--- config.mk ---
export PLATFORM = sky130hd
export DESIGN_NAME = csync_vsync_separator
export DESIGN_NICKNAME = d
export VERILOG_FILES = /design/src/rtl/csync_vsync_separator.sv
export SDC_FILE = /design/constraint.sdc
export NUM_CORES = 1
export LEC_CHECK = 0
export CAP_MARGIN = 0
export CORE_MARGIN = 2
export CORE_UTILIZATION = 50
export CTS_CLUSTER_SIZE = 14
export DETAILED_ROUTE_END_ITERATION = 12
export PLACE_DENSITY = 0.75
export SYNTH_ARGS = -nofsm -noshare
export SYNTH_HDL_FRONTEND = slang
export SYNTH_SLANG_ARGS = --single-unit
--- constraint.sdc ---
create_clock -name clk_in -period 1.72 [get_ports clk_in]
set_input_delay 0.258 -clock clk_in [delete_from_list [all_inputs] [get_ports clk_in]]
set_output_delay 0.258 -clock clk_in [all_outputs]
set_load 0.05 [all_outputs]
--- src/rtl/csync_vsync_separator.sv ---
// Measures composite-sync low pulses and recovers a clean vertical sync level,
// an HSYNC strobe, a synchronized CSYNC copy and a signal-present flag.
module csync_vsync_separator #(
  parameter int SYNC_MIN    = 27,
  parameter int BROAD_MIN   = 270,
  parameter int BROAD_COUNT = 3,
  parameter int TIMEOUT     = 2700,
  parameter int CNT_W       = 12
) (
  input  logic clk_in,
  input  logic rst,
  input  logic csync_in,
  output logic csync_out,
  output logic vsync_out,
  output logic hsync_stb,
  output logic sync_ok
);

  localparam int BR_W = $clog2(BROAD_COUNT + 1);
  localparam logic [CNT_W-1:0] CNT_MAX     = '1;
  localparam logic [CNT_W-1:0] SYNC_MIN_C  = CNT_W'(SYNC_MIN);
  localparam logic [CNT_W-1:0] BROAD_MIN_C = CNT_W'(BROAD_MIN);
  localparam logic [CNT_W-1:0] TIMEOUT_C   = CNT_W'(TIMEOUT);
  localparam logic [BR_W-1:0]  BR_MAX      = BR_W'(BROAD_COUNT);

  typedef enum logic {V_IDLE, V_SYNC} vstate_e;

  logic            sync1_q, sync1_d;
  logic            cs_s_q, cs_s_d;
  logic            cs_prev_q, cs_prev_d;
  logic            csync_out_q, csync_out_d;
  logic [CNT_W-1:0] low_cnt_q, low_cnt_d;
  logic [CNT_W-1:0] idle_cnt_q, idle_cnt_d;
  logic [BR_W-1:0] broad_run_q, broad_run_d;
  vstate_e         state_q, state_d;
  logic            hsync_stb_q, hsync_stb_d;
  logic            sync_ok_q, sync_ok_d;

  logic            rise;
  logic            valid_pulse;
  logic            broad_pulse;
  logic [BR_W-1:0] br_inc;

  always_comb begin
    sync1_d     = csync_in;
    cs_s_d      = sync1_q;
    cs_prev_d   = cs_s_q;
    // Parallel copy of the second synchronizer stage so the output can reset low
    // while the chain itself resets to the idle-high line level.
    csync_out_d = sync1_q;

    rise        = cs_s_q & ~cs_prev_q;
    valid_pulse = rise && (low_cnt_q >= SYNC_MIN_C);
    broad_pulse = rise && (low_cnt_q >= BROAD_MIN_C);

    low_cnt_d = low_cnt_q;
    if (rise) begin
      low_cnt_d = '0;
    end else if (!cs_s_q && (low_cnt_q != CNT_MAX)) begin
      low_cnt_d = low_cnt_q + 1'b1;
    end

    idle_cnt_d = idle_cnt_q;
    if (valid_pulse) begin
      idle_cnt_d = '0;
    end else if (idle_cnt_q != CNT_MAX) begin
      idle_cnt_d = idle_cnt_q + 1'b1;
    end

    state_d     = state_q;
    broad_run_d = broad_run_q;
    hsync_stb_d = 1'b0;
    sync_ok_d   = sync_ok_q;
    br_inc      = (broad_run_q == BR_MAX) ? BR_MAX : broad_run_q + 1'b1;

    // A qualifying edge takes priority over a timeout landing in the same cycle.
    if (valid_pulse) begin
      sync_ok_d = 1'b1;
      if (broad_pulse) begin
        if (state_q == V_IDLE) begin
          broad_run_d = br_inc;
          if (br_inc == BR_MAX) begin
            state_d = V_SYNC;
          end
        end
      end else begin
        broad_run_d = '0;
        hsync_stb_d = 1'b1;
        state_d     = V_IDLE;
      end
    end else if (idle_cnt_q >= TIMEOUT_C) begin
      sync_ok_d   = 1'b0;
      state_d     = V_IDLE;
      broad_run_d = '0;
    end
  end

  always_ff @(posedge clk_in) begin
    if (rst) begin
      sync1_q     <= 1'b1;
      cs_s_q      <= 1'b1;
      cs_prev_q   <= 1'b1;
      csync_out_q <= 1'b0;
      low_cnt_q   <= '0;
      idle_cnt_q  <= '0;
      broad_run_q <= '0;
      state_q     <= V_IDLE;
      hsync_stb_q <= 1'b0;
      sync_ok_q   <= 1'b0;
    end else begin
      sync1_q     <= sync1_d;
      cs_s_q      <= cs_s_d;
      cs_prev_q   <= cs_prev_d;
      csync_out_q <= csync_out_d;
      low_cnt_q   <= low_cnt_d;
      idle_cnt_q  <= idle_cnt_d;
      broad_run_q <= broad_run_d;
      state_q     <= state_d;
      hsync_stb_q <= hsync_stb_d;
      sync_ok_q   <= sync_ok_d;
    end
  end

  assign csync_out = csync_out_q;
  assign vsync_out = (state_q != V_SYNC);
  assign hsync_stb = hsync_stb_q;
  assign sync_ok   = sync_ok_q;

endmodule

==> flow_metrics.env, run 1 <==
export IMPL_first_pass_iters=4
export IMPL_path_cells="ha_4 -> o211a_4 -> o41ai_4 -> buf_4 -> nand2b_4 -> buf_12 -> nor2_2"
export IMPL_synth_cell_type_count=50
export IMPL_rows=20
export IMPL_grt_max_degree=11
export IMPL_dieArea_um2=3760
export IMPL_setup_viol=9
export IMPL_antenna_found_initial=0
export IMPL_grt_pass1_wl_mm=5.81
export IMPL_viasPerCell=5.75
export IMPL_startpoint="low_cnt_q[1]"
export IMPL_cts_tree="built"
export IMPL_cts_sinks=33
export IMPL_synth_seq_area_share_pct=40.2
export IMPL_dominantRegCellSynth="dfxtp_1"
export IMPL_finalHoldViolCount=0
export IMPL_syn_nets=188
export IMPL_reg2reg_depth=7
export IMPL_dp_hpwl_mm=2.74
export IMPL_cp_start_kind="register"
export IMPL_post_place_ws_ps=-107
export IMPL_ys_warn_count=0
export IMPL_grt_overflow_total=0
export IMPL_cts_root_buf="clkbuf_4"
export IMPL_max_freq_mhz=568
export IMPL_antenna_left=0
export IMPL_cp_endpoint="idle_cnt_q[1]"
export IMPL_total_power_mw=1.30
export IMPL_whs_path_depth=1
export IMPL_path_clk_slew_ps=100
export IMPL_worstPathArrival_ps=2020
export IMPL_wl_mm=4.15
export IMPL_clock_skew_ps=3.85
export IMPL_cts_max_level=2
export IMPL_setup_ws_ps=-40.3
export IMPL_die_h_um=61.3
export IMPL_leakage_nw=0.862
export IMPL_cts_path_max_buffers=2
export IMPL_period_share_pct=102
export IMPL_die_w_um=61.3
export IMPL_slew_viol_final=0
export IMPL_slew_headroom_pct=65.2
export IMPL_power_density_nw_per_um2=596
export IMPL_cp_required_ps=1980
export IMPL_antenna_diode_count=0
export IMPL_slowest_stage="dfxtp_4"
export IMPL_path_max_fanout=7
export IMPL_failed_checks="setup timing"
export IMPL_min_path_type="register to register"
export IMPL_initial_core_util_pct=53.0
export IMPL_synth_edf_count=0
export IMPL_critical_path_class="register to register"
export IMPL_syn_avg_cell_area_um2=9.08
export IMPL_syn_to_final_growth_pct=32.3
export IMPL_synth_seq_cells=33
export IMPL_holdBufCountCts=0
export IMPL_max_slew_worst_pin_slew_ps=509
export IMPL_drc_errors=0
export IMPL_fillCellCount=279
export IMPL_first_iter_violations=55
export IMPL_gp_congestion=0.787
export IMPL_regToRegSetupSlack_ps=-40
export IMPL_syn_cell_area_um2=1640
export IMPL_min_period_ps=1760
export IMPL_numCtsBuffers=5
export IMPL_maxCapViolations=0
export IMPL_io_buffer_count=6
export IMPL_pin_count=7
export IMPL_grt_total_usage_pct=21.5
export IMPL_final_nets=226
export IMPL_end_kind="register"
export IMPL_outcome="complete, but fails checks"
export IMPL_rsz0062_at_grt="true"
export IMPL_routedWlPerCell_um=15.7
export IMPL_vias=1517
export IMPL_grt_pass1_vias=1321
export IMPL_synth_async_reset_ratio_pct=0
export IMPL_worst_skew_pair_late_latency_ps=330
export IMPL_slowest_delay_ps=380
export IMPL_core_area_um2=3100
export IMPL_synth_cells=181
export IMPL_final_common_cell="buf_4"
export IMPL_timing_rr_end="idle_cnt_q[1]"
export IMPL_vdd_drop_max_uv=550
export IMPL_mostFrequentLayoutCells="buf_4, dfxtp_1, nand3_1"
export IMPL_r2r_start="low_cnt_q[1]"
export IMPL_drive_gt1_share_pct=35.0
-- flip-flops by register name, indices dropped and copies added (netlist names) --
register,cells
broad_run_q,2
cs_prev_d,1
cs_prev_q,1
cs_s_d,1
csync_out,1
hsync_stb,1
idle_cnt_q,12
low_cnt_q,12
state_q,1
sync_ok,1
-- worst min-delay path by stage --
stage          slack, ps        end     start
3_3_place_gp         420  cs_prev_d    cs_s_d
6_report             460  cs_prev_d    cs_s_d
3_5_place_dp         410  cs_prev_d    cs_s_d
5_1_grt              470     cs_s_d  csync_in
2_1_floorplan        360     cs_s_d  csync_in
4_1_cts              430  cs_prev_d    cs_s_d
-- through the flow --
stage | hold WS [ps] | cell area, µm² | std cells | TNS, ps | util [%]
6_report | 457 | 2170 | 264 | -115 | 70.1
3_3_place_gp | 422 | 1920 | 248 | 0 | 61.7
4_1_cts | 430 | 1990 | 256 | -66.9 | 64.0
2_1_floorplan | 362 | 1650 | 181 | 0 | -
5_1_grt | 466 | 2170 | 264 | -866 | 70.1
3_5_place_dp | 412 | 1920 | 248 | -110 | 61.7
-- where the power goes --
group / switching, mW / leakage (nW) / internal, mW
combinational: 0.0499 / 0.566 / 0.0435
sequential: 0.0120 / 0.270 / 0.775
clock: 0.253 / 0.0265 / 0.163
total: 0.315 / 0.862 / 0.982
-- cells by family (layout without fill, tap and decap cells) --
group	count (synthesis)	in the layout	synth area share [%]
and+or+nand+nor	72	72	25.4
AOI/OAI and AO/OA	45	45	21.2
xor gates and xnor gates	9	9	4.79
DFF	33	33	40.2
muxes	2	2	1.22
buffers and inverters	16	55	4.19
adders and majority gates	4	4	3.04
-- Yosys cell counts (all sizes together) (3+ instances only) --
master	n	area share, %
and3	3	1.1
nor2	12	2.7
or3	4	1.8
or2	4	1.5
nand4	8	3.0
and2	3	1.1
xor2	5	2.7
xnor2	4	2.1
and4b	3	1.8
o21ai	3	0.91
ha	4	3.0
and4	3	1.6
inv	8	1.8
a31oi	3	1.1
clkbuf	6	1.4
o211ai	4	1.8
dfxtp	33	40
nand2	8	1.8
nand3	12	3.7
nor3	3	0.91
a21oi	15	5.7
-- critical path, delay by kind of cell (launching register included) --
| family | cells | cell delay (ps) |
|---|---|---|
| AOI/OAI and AO/OA | 2 | 620 |
| and+or+nand+nor | 2 | 200 |
| adders and majority gates | 1 | 170 |
| buffers and inverters | 2 | 330 |
| DFF | 1 | 380 |
-- cell type report --
| type | count | area (µm²) | share of cell area (%) |
|---|---|---|---|
| clock buffers | 8 | 48.8 | 2.24 |
| inverters | 8 | 30.0 | 1.38 |
| multi-input cells | 132 | 1050 | 48.4 |
| flip-flops and latches | 33 | 669 | 30.8 |
| well taps | 44 | 55.1 | 2.53 |
| repair buffers | 39 | 319 | 14.7 |
-- per-layer routing --
metal | vias to the layer above | track usage (%) | part of all wire, %
met1 | 734 | 26.7 | 43
li1 | 750 | - | -
met4 | 0 | 6.69 | 0.92
met3 | 4 | 9.24 | 4.3
met2 | 29 | 34.0 | 51
met5 | - | 0 | 0
-- what timing repair did --
action | in CTS | in global routing
endpoints found under the setup margin | 5 | 19
buffers inserted | 0 | 8
endpoints found under the hold margin | 0 | 0
resized for setup | 7 | 27
pin swaps | 3 | 12
Note: power is estimated with default switching activity, not from simulation.
==> inputs of run 2 (changes only) <==
--- a/config.mk
+++ b/config.mk
@@ -6,11 +6,13 @@
 export NUM_CORES = 1
 export LEC_CHECK = 0
 export CAP_MARGIN = 0
+export CELL_PAD_IN_SITES_DETAIL_PLACEMENT = 0
+export CELL_PAD_IN_SITES_GLOBAL_PLACEMENT = 2
 export CORE_MARGIN = 2
-export CORE_UTILIZATION = 50
+export CORE_UTILIZATION = 34
 export CTS_CLUSTER_SIZE = 14
 export DETAILED_ROUTE_END_ITERATION = 12
-export PLACE_DENSITY = 0.75
+export PLACE_DENSITY = 0.79
 export SYNTH_ARGS = -nofsm -noshare
 export SYNTH_HDL_FRONTEND = slang
 export SYNTH_SLANG_ARGS = --single-unit
==> run 2 against run 1 <==
  * Combinational power is 2% lower
  * Sequential cell count stayed put
  * The flow still finishes with violations (setup timing)
  * Sequential power hardly changed
  * Non-clock buffer count is 2 lower
  * Cell area hardly changed
  * Critical path depth is 1 lower
  * First-iteration DRC count is 25% higher
  * Critical endpoint is now broad_run_q[0]
  * Cell count is 3.4% higher
==> flow_metrics.env, run 2 (same netlist as run 1, synthesis figures left out) <==
export IMPL_wl_mm=3.85
export IMPL_slowest_stage="o41ai_4"
export IMPL_finalHoldViolCount=0
export IMPL_total_power_mw=1.46
export IMPL_min_path_type="register to register"
export IMPL_fin_area_um2=2180
export IMPL_crit_family="compound AO/OA/AOI/OAI gates"
export IMPL_worstPathArrival_ps=1930
export IMPL_drc_errors=0
export IMPL_grt_max_degree=13
export IMPL_clock_skew_ps=6.13
export IMPL_die_w_um=73.5
export IMPL_maxCapViolations=0
export IMPL_slowest_delay_ps=350
export IMPL_power_density_nw_per_um2=670
export IMPL_routedWlPerCell_um=14.1
export IMPL_gp_congestion=0.767
export IMPL_worst_skew_pair_late_latency_ps=290
export IMPL_setup_tns_ps=-9.49
export IMPL_grt_pass1_vias=1381
export IMPL_antenna_found_initial=0
export IMPL_syn_to_final_growth_pct=32.3
export IMPL_whs_path_depth=2
export IMPL_antenna_diode_count=0
export IMPL_dpl_cell_area_um2=1950
export IMPL_first_pass_iters=4
export IMPL_path_clk_slew_ps=70
export IMPL_slew_headroom_pct=65.7
export IMPL_reg_largest_list="idle_cnt_q: 12 flops, low_cnt_q: 12 flops, broad_run_q: 2 flops"
export IMPL_cts_path_max_buffers=2
export IMPL_core_area_um2=4690
export IMPL_drive_gt1_share_pct=34.2
export IMPL_period_share_pct=100
export IMPL_outcome="complete, but fails checks"
export IMPL_crit_buf_inv=1
export IMPL_grt_pass1_wl_mm=6.21
export IMPL_first_iter_violations=69
export IMPL_min_delay_start="sync_ok"
export IMPL_reg2reg_depth=6
export IMPL_mostFrequentLayoutCells="buf_4, dfxtp_1, nand3_1"
export IMPL_io_buffer_count=6
export IMPL_rsz0062_at_grt="true"
export IMPL_max_slew_worst_pin_slew_ps=513
export IMPL_grt_total_usage_pct=14.9
export IMPL_final_common_cell="buf_4"
export IMPL_cts_tree="built"
export IMPL_leakage_nw=0.854
export IMPL_cp_start_kind="register"
export IMPL_whs_endpoint="sync_ok"
export IMPL_cts_root_buf="clkbuf_8"
export IMPL_timing_rr_end="broad_run_q[0]"
export IMPL_cts_sinks=33
export IMPL_initial_core_util_pct=35.0
export IMPL_cts_max_level=2
export IMPL_numCtsBuffers=5
export IMPL_viasPerCell=5.38
export IMPL_path_cells="ha_2 -> o211a_1 -> o41ai_4 -> buf_4 -> nand2_1 -> a221oi_2"
export IMPL_critical_path_class="register to register"
export IMPL_die_h_um=73.5
export IMPL_final_nets=225
export IMPL_antenna_left=0
export IMPL_r2r_start="low_cnt_q[0]"
export IMPL_end_kind="register"
export IMPL_max_freq_mhz=579
export IMPL_path_max_fanout=4
export IMPL_regToRegSetupSlack_ps=-8
export IMPL_failed_checks="setup timing"
export IMPL_dieArea_um2=5410
export IMPL_dp_hpwl_mm=2.64
export IMPL_min_period_ps=1730
export IMPL_slew_viol_final=0
export IMPL_setup_viol=2
export IMPL_startpoint="low_cnt_q[0]"
export IMPL_vias=1470
export IMPL_vdd_drop_max_uv=251
export IMPL_setup_ws_ps=-8.18
export IMPL_cp_required_ps=1920
export IMPL_rows=25
export IMPL_pin_count=7
export IMPL_holdBufCountCts=0
export IMPL_grt_overflow_total=0
run 2: cell count changes in the layout (fill, tap and decap cells not counted), sizes merged:
cell           before  now
clkinvlp            0    1
clkinv              0    2
nand2b              2    3
clkbuf              8    5
dlymetal6s2s        1    0
buf                36   33
clkdlybuf4s50       2    4
run 2: where the power goes:
part / total [mW] / switching (mW) / internal [mW]
logic: 0.0919 / 0.0487 / 0.0433
clock network: 0.578 / 0.299 / 0.279
registers: 0.788 / 0.0101 / 0.778
total: 1.46 / 0.358 / 1.10
run 2: timing repair:
action,4_1_cts,5_1_grt
endpoints found under the setup margin,9,21
gates cloned,0,1
setup buffers,0,2
resized for setup,13,15
pin swaps,4,7
run 2: how the worst max path moves through the flow:
stage                     end  slack, ps  cells past startpoint
2_1_floorplan   idle_cnt_q[5]        0.9                      6
3_3_place_gp   broad_run_q[0]        -40                      6
3_5_place_dp   broad_run_q[0]       -180                      6
4_1_cts         idle_cnt_q[2]        -30                      4
5_1_grt               state_q       -100                      6
6_report       broad_run_q[0]         -8                      6
run 2: final cells by class:
| type | instances | area [µm²] |
|---|---|---|
| Inverter | 8 | 30.0 |
| Clock buffer | 5 | 68.8 |
| Clock inverter | 3 | 17.5 |
| Sequential cell | 33 | 666 |
| Timing Repair Buffer | 37 | 292 |
| Tap cell | 54 | 67.6 |
| Fill cell | 453 | 2520 |
| Multi-Input combinational cell | 133 | 1030 |
run 2: metal layers:
metal | share of wire, % | wire length, µm | global-route usage [%]
met5 | 0 | 0 | 0
met4 | 1.6 | 61 | 6.87
met2 | 45 | 1730 | 22.4
met3 | 3.4 | 131 | 4.25
met1 | 50 | 1930 | 19.6
run 2: worst min-delay path, stage by stage (launching register included):
cell and delay, ps:
dfxtp_1 320, nand2_1 50, a21oi_1 60
run 2: metrics by stage:
step | worst slack (ps) | hold WS [ps] | utilization [%] | instances
5_1_grt | -103 | 478 | 46.4 | 273
2_1_floorplan | 0.920 | 362 | - | 181
3_3_place_gp | -40.5 | 446 | 41.5 | 262
6_report | -8.18 | 463 | 46.4 | 273
3_5_place_dp | -182 | 428 | 41.5 | 262
4_1_cts | -26.2 | 464 | 44.5 | 270
